**config.mk**
```make
export PLATFORM = sky130hd
export DESIGN_NAME = pipe_buffer_flat
export DESIGN_NICKNAME = d
export VERILOG_FILES = /design/src/rtl/pipe_buffer_if.sv /design/src/rtl/pipe_buffer.sv /design/src/flat_wrapper.sv
export SDC_FILE = /design/constraint.sdc
export NUM_CORES = 1
export LEC_CHECK = 0
export CORE_ASPECT_RATIO = 0.6
export CORE_MARGIN = 3
export CORE_UTILIZATION = 35
export CTS_BUF_LIST = sky130_fd_sc_hd__clkbuf_8
export CTS_CLUSTER_DIAMETER = 150
export DETAILED_ROUTE_END_ITERATION = 16
export PLACE_DENSITY = 0.68
export SETUP_SLACK_MARGIN = 0.02
export SYNTH_ARGS = -nofsm -noshare
export SYNTH_HDL_FRONTEND = slang
export SYNTH_SLANG_ARGS = --single-unit
```
**constraint.sdc**
```tcl
create_clock -name CLK -period 5.1 [get_ports CLK]
set_input_delay 0.765 -clock CLK [delete_from_list [all_inputs] [get_ports CLK]]
set_output_delay 0.765 -clock CLK [all_outputs]
set_load 0.005 [all_outputs]
```
**src/rtl/pipe_buffer_if.sv**
```systemverilog
// Handshake bundle for pipe_buffer: upstream valid/ready, downstream valid/ready,
// and the side controls (clock enable, flush) and occupancy count.
interface pipe_buffer_if #(
    parameter int WIDTH = 32,
    parameter int DEPTH = 2
);
    localparam int CW = $clog2(DEPTH + 1);

    logic             CE;
    logic             flush;
    logic             valid_in;
    logic [WIDTH-1:0] data_in;
    logic             ready_out;
    logic             valid_out;
    logic [WIDTH-1:0] data_out;
    logic             ready_in;
    logic [CW-1:0]    count;

    modport master (
        output CE, flush, valid_in, data_in, ready_in,
        input  ready_out, valid_out, data_out, count
    );

    modport slave (
        input  CE, flush, valid_in, data_in, ready_in,
        output ready_out, valid_out, data_out, count
    );
endinterface

```
**src/rtl/pipe_buffer.sv**
```systemverilog
// Elastic FIFO pipeline stage of DEPTH entries with circular pointers.
// Registered outputs only: a pushed word is visible one cycle later, never bypassed.
module pipe_buffer #(
    parameter int WIDTH = 32,
    parameter int DEPTH = 2
) (
    input logic          CLK,
    input logic          RESETn,
    pipe_buffer_if.slave bus
);
    localparam int CW = $clog2(DEPTH + 1);
    localparam int PW = (DEPTH > 1) ? $clog2(DEPTH) : 1;

    logic [WIDTH-1:0] mem_q [DEPTH];
    logic [PW-1:0]    wr_ptr_q, wr_ptr_d;
    logic [PW-1:0]    rd_ptr_q, rd_ptr_d;
    logic [CW-1:0]    count_q,  count_d;

    logic can_accept;
    logic has_data;
    logic push;
    logic pop;

    function automatic logic [PW-1:0] next_ptr(input logic [PW-1:0] p);
        return (p == PW'(DEPTH - 1)) ? '0 : p + 1'b1;
    endfunction

    // ready_out looks only at local state and the side controls, never at ready_in,
    // so a full buffer does not accept even when it is being drained this cycle.
    always_comb begin
        can_accept = RESETn & bus.CE & ~bus.flush & (count_q < CW'(DEPTH));
        has_data   = bus.CE & (count_q != '0);
        push       = bus.CE & bus.valid_in & can_accept & ~bus.flush;
        pop        = bus.CE & has_data & bus.ready_in & ~bus.flush;
    end

    always_comb begin
        wr_ptr_d = wr_ptr_q;
        rd_ptr_d = rd_ptr_q;
        count_d  = count_q;
        if (bus.CE && bus.flush) begin
            wr_ptr_d = '0;
            rd_ptr_d = '0;
            count_d  = '0;
        end else begin
            if (push) wr_ptr_d = next_ptr(wr_ptr_q);
            if (pop)  rd_ptr_d = next_ptr(rd_ptr_q);
            if (push && !pop)      count_d = count_q + CW'(1);
            else if (pop && !push) count_d = count_q - CW'(1);
        end
    end

    // NOTE: sequential state uses non-blocking assignments so every register samples
    // the pre-edge values computed above, independent of statement order.
    always_ff @(posedge CLK or negedge RESETn) begin
        if (!RESETn) begin
            wr_ptr_q <= '0;
            rd_ptr_q <= '0;
            count_q  <= '0;
        end else begin
            wr_ptr_q <= wr_ptr_d;
            rd_ptr_q <= rd_ptr_d;
            count_q  <= count_d;
        end
    end

    // NOTE: storage is reset on purpose so data_out reads zero during reset; this
    // costs a reset net on every bit, which is acceptable for a shallow buffer.
    always_ff @(posedge CLK or negedge RESETn) begin
        if (!RESETn) begin
            for (int i = 0; i < DEPTH; i++) mem_q[i] <= '0;
        end else if (push) begin
            mem_q[wr_ptr_q] <= bus.data_in;
        end
    end

    assign bus.ready_out = can_accept;
    assign bus.valid_out = has_data;
    assign bus.data_out  = mem_q[rd_ptr_q];
    assign bus.count     = count_q;
endmodule

```
**src/flat_wrapper.sv**
```systemverilog
// flat-port wrapper written by rule: the top's interface ports become plain ports
module pipe_buffer_flat 
#(
    parameter int WIDTH = 32,
    parameter int DEPTH = 2
)
  (CLK, RESETn, bus_CE, bus_flush, bus_valid_in, bus_data_in, bus_ready_in, bus_ready_out, bus_valid_out, bus_data_out, bus_count);
  pipe_buffer_if #(.WIDTH(WIDTH), .DEPTH(DEPTH)) bus_i ();
  input logic CLK;
  input logic RESETn;
  input wire logic [$bits(bus_i.CE)-1:0] bus_CE;
  input wire logic [$bits(bus_i.flush)-1:0] bus_flush;
  input wire logic [$bits(bus_i.valid_in)-1:0] bus_valid_in;
  input wire logic [$bits(bus_i.data_in)-1:0] bus_data_in;
  input wire logic [$bits(bus_i.ready_in)-1:0] bus_ready_in;
  output wire logic [$bits(bus_i.ready_out)-1:0] bus_ready_out;
  output wire logic [$bits(bus_i.valid_out)-1:0] bus_valid_out;
  output wire logic [$bits(bus_i.data_out)-1:0] bus_data_out;
  output wire logic [$bits(bus_i.count)-1:0] bus_count;
  assign bus_i.CE = bus_CE;
  assign bus_i.flush = bus_flush;
  assign bus_i.valid_in = bus_valid_in;
  assign bus_i.data_in = bus_data_in;
  assign bus_i.ready_in = bus_ready_in;
  assign bus_ready_out = bus_i.ready_out;
  assign bus_valid_out = bus_i.valid_out;
  assign bus_data_out = bus_i.data_out;
  assign bus_count = bus_i.count;
  pipe_buffer #(.WIDTH(WIDTH), .DEPTH(DEPTH)) u_core (.CLK(CLK), .RESETn(RESETn), .bus(bus_i));
endmodule
```
Word-level counts from Yosys, hierarchy flattened:

Cells that the tools add are included.
W data, S select, Z words.

* logic and storage cells: 51
* flip-flop bits (word level): 68
* ROM bits: 0
* memories kept: 0
* bits in latches: 0
* RAM bits: 0

* div/mod/pow operators: 0
* shift-type cells: 0
* reduce and logical (&&, ||, !) cells: 10
* equal/unequal tests: 0
* multiply operators: 0
* muxes and demuxes: 15
* magnitude comparators: 4
* add/sub/neg operators: 4
* bitwise gates (word level): 13

Operators with widths (count)
* $mux W32: 4
* $bwmux W64: 1
* $demux W32 S1: 1
* $and A1 B1 Y1: 10
* $mux W1: 6
* $mux W2: 3
* $reduce_bool A2 Y1: 3
* $ge A2 B2 Y1 const B: 2
* $logic_and A1 B1 Y1: 4
* $not A1 Y2: 2
* $reduce_bool A3 Y1: 1
* $add A1 B1 Y1 const B: 2
* $add A2 B1 Y2 const B: 1
* $logic_not A1 Y1: 2
* $lt A2 B1 Y1 const B: 1
* $lt A2 B2 Y1 const B: 1
* $sub A2 B1 Y2 const B: 1
* $not A1 Y1: 1

Logic depth before layout (Yosys ltp):

* word-level depth: 10
* mapped depth: 6
* mapped depth without buffers: 6

Worst setup path before layout:

No wires, ideal clock.

* path kind: input -> register
* start: input bus_flush
* end: register u_core.count_q[1], in the netlist u_core.bus.count[1]
* path slack: 2945 ps
* stages on the path: 5
* buffers on the path: 0
* library setup time: 84 ps
* required time: 5016 ps
* arrival time: 2071 ps
* path through: and4bb_4 -> and2_2 -> ha_1 -> or3_2 -> a21boi_0

* cells in the longest elaborated chain, start to end: 8

RTL lines
* from (decl): line flat_wrapper.sv:12 `input wire logic [$bits(bus_i.flush)-1:0] bus_flush;`
* $not A1 Y1: line pipe_buffer.sv:31, pipe_buffer.sv:33, pipe_buffer.sv:34
* $and A1 B1 Y1 (2 in series): line pipe_buffer.sv:31 `can_accept = RESETn & bus.CE & ~bus.flush & (count_q < CW'(DEPTH));`
* $and A1 B1 Y1 (2 in series): line pipe_buffer.sv:33 `push = bus.CE & bus.valid_in & can_accept & ~bus.flush;`
* $logic_and A1 B1 Y1 or $logic_not A1 Y1 (tied branches): line pipe_buffer.sv:48, pipe_buffer.sv:49
* $mux W2 or $logic_and A1 B1 Y1 (tied branches): line pipe_buffer.sv:48, pipe_buffer.sv:49
* $mux W2 or $reduce_bool A3 Y1 (tied branches)
* to (signal assigned): line pipe_buffer.sv:63 `count_q <= count_d;`
* to (decl): line pipe_buffer.sv:17 `logic [CW-1:0] count_q, count_d;`

Parallel ways exist; a longest one is shown, timed or not.
A chain may end at the register's enable or synchronous reset.

Worst setup path after layout:

* start: register u_core.rd_ptr_q
* end: output bus_data_out[24]

* cells in the longest elaborated chain, start to end: 4

RTL lines
* from (decl): line pipe_buffer.sv:16 `logic [PW-1:0] rd_ptr_q, rd_ptr_d;`
* from (signal assigned): line pipe_buffer.sv:62 `rd_ptr_q <= rd_ptr_d;`
* $not A1 Y2 (implied by the code): line pipe_buffer.sv:79 `assign bus.data_out = mem_q[rd_ptr_q];`
* $mux W32 (implied by the code) (3 in series): line pipe_buffer.sv:79
* to (decl): line flat_wrapper.sv:18 `output wire logic [$bits(bus_i.data_out)-1:0] bus_data_out;`

No other way between the ends. The select of a mux whose other input is x is not followed.

==> results.json <==
{
  "drc_errors": 0,
  "power_density_nw_per_um2": 512,
  "skew_ps": 5.15,
  "cp-startpoint": "u_core.rd_ptr_q$_DFFE_PN0P_",
  "post-synth-top-area-cell": "dfrtp_1",
  "leakagePower_nw": 1.81,
  "endpoint_kind": "primary output",
  "fin_cells": 383,
  "ys_seq_area_frac": 0.540,
  "io_pins": 74,
  "clock_latency_ps": 340,
  "hp-start": "u_core.mem_q[41]$_DFFE_PN0P_",
  "arrival_ps": 2440,
  "cts-hold-fix-buffers": 0,
  "fillers": 744,
  "postCtsSetupBuffers": 0,
  "grt_max_degree": 69,
  "cp_top_family": "flip-flops",
  "grt_pass1_wl_um": 10400,
  "grt_pass1_vias": 1954,
  "cts_resized": 0,
  "cts_made_buffers": 9,
  "drive_above_1_share": 0.424,
  "clkTransAtPathRegs_ps": 70,
  "vias": 1800,
  "grt_overflow": 0,
  "timing.rr.end": "u_core.mem_q[0]$_DFFE_PN0P_",
  "synthCells": 193,
  "synth.top_cell.area_share": 0.540,
  "htreeDepth": 3,
  "syn_avg_cell_area_um2": 16.3,
  "relSlewSlack": 0.420,
  "whs_endpoint": "u_core.mem_q[41]$_DFFE_PN0P_",
  "fmax_mhz": 312,
  "setup_violations": 0,
  "r2r_start": "u_core.bus.count[1]$_DFFE_PN0P_",
  "status": "finished clean",
  "holdWs_ps": 494,
  "p_int_mw": 1.58,
  "yosysUniqueCellTypes": 22,
  "numPortBuffers": 73,
  "cp_cell_sequence": "buf_4, mux2_2, clkdlybuf4s50_1",
  "die_h_um": 79.5,
  "multiInputGateArea_um2": 1350,
  "p_sw_mw": 0.533,
  "path_max_fanout": 18,
  "period_minus_slack_ps": 3210,
  "drtIter0Drc": 51,
  "cts.path.max_buffers": 2,
  "ys_seq_elements": 68,
  "worstPathRequired_ps": 4340,
  "clockPowerShare": 0.207,
  "finalCritPeriodShare": 0.629,
  "netlist_area_um2": 3150,
  "fin_nets": 307,
  "finalInstanceArea_um2": 4120,
  "switching_share": 0.253,
  "fin_setup_tns_ps": 0,
  "maxCapViolCount": 0,
  "drt-total-wl_um": 6330,
  "clock-sinks": 68,
  "antenna_cells": 0,
  "synth_area_leaders": "dfrtp_1 (54%), mux2_2 (23%), mux2_4 (14%), buf_12 (1.9%), buf_2 (0.95%)",
  "syn_to_final_growth_pct": 30.6,
  "route.detailed.wl_per_inst_um": 16.5,
  "crit_path_start_kind": "register",
  "drv_slew": 0,
  "hpwl_um": 4010,
  "hold_path.class": "reg -> reg",
  "gp_congestion": 0.732,
  "synthFlopType": "dfrtp_1",
  "yosys_warnings": 0,
  "die_x_um": 129,
  "place_inst": 369,
  "core_um2": 8620,
  "post_dp_cell_area_um2": 3930,
  "worst_slew_pin_slew_ps": 870,
  "syn_nets": 232,
  "min_path_cells": 1,
  "first_pass_iters": 3,
  "die_area_um2": 10200,
  "vdd_drop_max_v": 0.000224,
  "final-seq-area_um2": 1700,
  "ant_nets": 0,
  "rsz0062_at_grt": "no",
  "synth_async_sr_flop_share": 1.00,
  "p_comb_frac": 0.389,
  "ff2ff_setup_slack_ps": 3100,
  "cts_tree": "yes",
  "slowest_delay_ps": 880,
  "fp-row-count": 26,
  "p_seq_frac": 0.404,
  "ctsRootBufferMaster": "clkbuf_8",
  "drt-vias-per-instance": 4.70,
  "grtUsageTotal": 0.135,
  "initial_core_util": 0.366,
  "ff2ff_path_depth": 3,
  "cp_num_buf_inv": 2,
  "path_class": "reg -> out",
  "hold_viol_final": 0,
  "synth_edf_count": 0,
  "antenna_found_initial": 0,
  "cpMaxStageDelayCell": "dfrtp_1"
}
registers in the layout, summed over array words and instances (netlist names):
name              count
u_core.wr_ptr_q       1
u_core.bus.count      2
u_core.rd_ptr_q       1
u_core.mem_q         64
worst register-to-register path, stage by stage, from the launching register on:
cell and delay, ps:
dfrtp_1 420, and4bb_4 390, and3_4 620, mux2_2 450
synth_stat cells (2+ instances only):
cell     instances
dfrtp_1         68
mux2_2          64
mux2_4          30
buf_2            6
buf_12           3
nand2_1          3
mux2_1           2
o21ai_0          2
xor2_1           2
how the worst max path moves through the flow:
stage,end,slack (ps),cells after the start
detailed placement,bus_ready_out,2220,3
floorplan,u_core.bus.count[1]$_DFFE_PN0P_,2940,5
global route,bus_data_out[21],1710,3
finish,bus_data_out[24],1890,3
CTS,bus_data_out[24],1840,3
global placement,bus_data_out[24],2240,3
power groups by stage:
stage	sequential, mW	clock, mW	combinational, mW
floorplan	0.811	0	0.450
global placement	0.858	0	0.816
detailed placement	0.858	0	0.830
CTS	0.852	0.454	0.838
global route	0.878	0.481	0.885
finish	0.852	0.435	0.821
placed cells by master (no fill, tap or decap), types with 2 or more instances in the layout:
master	synthesis	layout
clkdlybuf4s50_1	0	72
dfrtp_1	68	68
mux2_2	64	64
mux2_4	30	30
clkbuf_8	0	11
nand2_1	3	3
xor2_1	2	2
o21ai_0	2	2
mux2_1	2	2
buf_4	0	2
cell type report:
type,instances,share of cell area
Clock buffer,11,0.0368
Clock inverter,3,0.00942
Multi-Input combinational cell,114,0.327
Sequential cell,68,0.413
Tap cell,112,0.0340
Timing Repair Buffer,75,0.180
logic make-up (layout without fill, tap and decap cells):
family / Yosys count / in the layout / share of synthesized area
flops: 68 / 68 / 0.540
fa+ha+maj: 1 / 1 / 0.00397
compound gates: 5 / 5 / 0.00953
simple gates: 9 / 9 / 0.0258
buf+inv: 11 / 89 / 0.0333
mux: 97 / 97 / 0.382
xor+xnor: 2 / 2 / 0.00556
per-stage QoR:
step           total power, mW  worst slack (ps)  utilization
6_report                  2.11              1890        0.478
5_1_grt                   2.24              1710        0.478
4_1_cts                   2.14              1840        0.478
3_5_place_dp              1.69              2220        0.456
3_3_place_gp              1.67              2240        0.456
2_1_floorplan             1.26              2940            -
per-layer routing:
metal / track usage / part of all wire
met1: 0.187 / 0.49
met2: 0.187 / 0.42
met3: 0.0628 / 0.076
met4: 0.0377 / 0.0090
met5: 0 / 0
No activity file was read; power rests on OpenSTA's default activity.
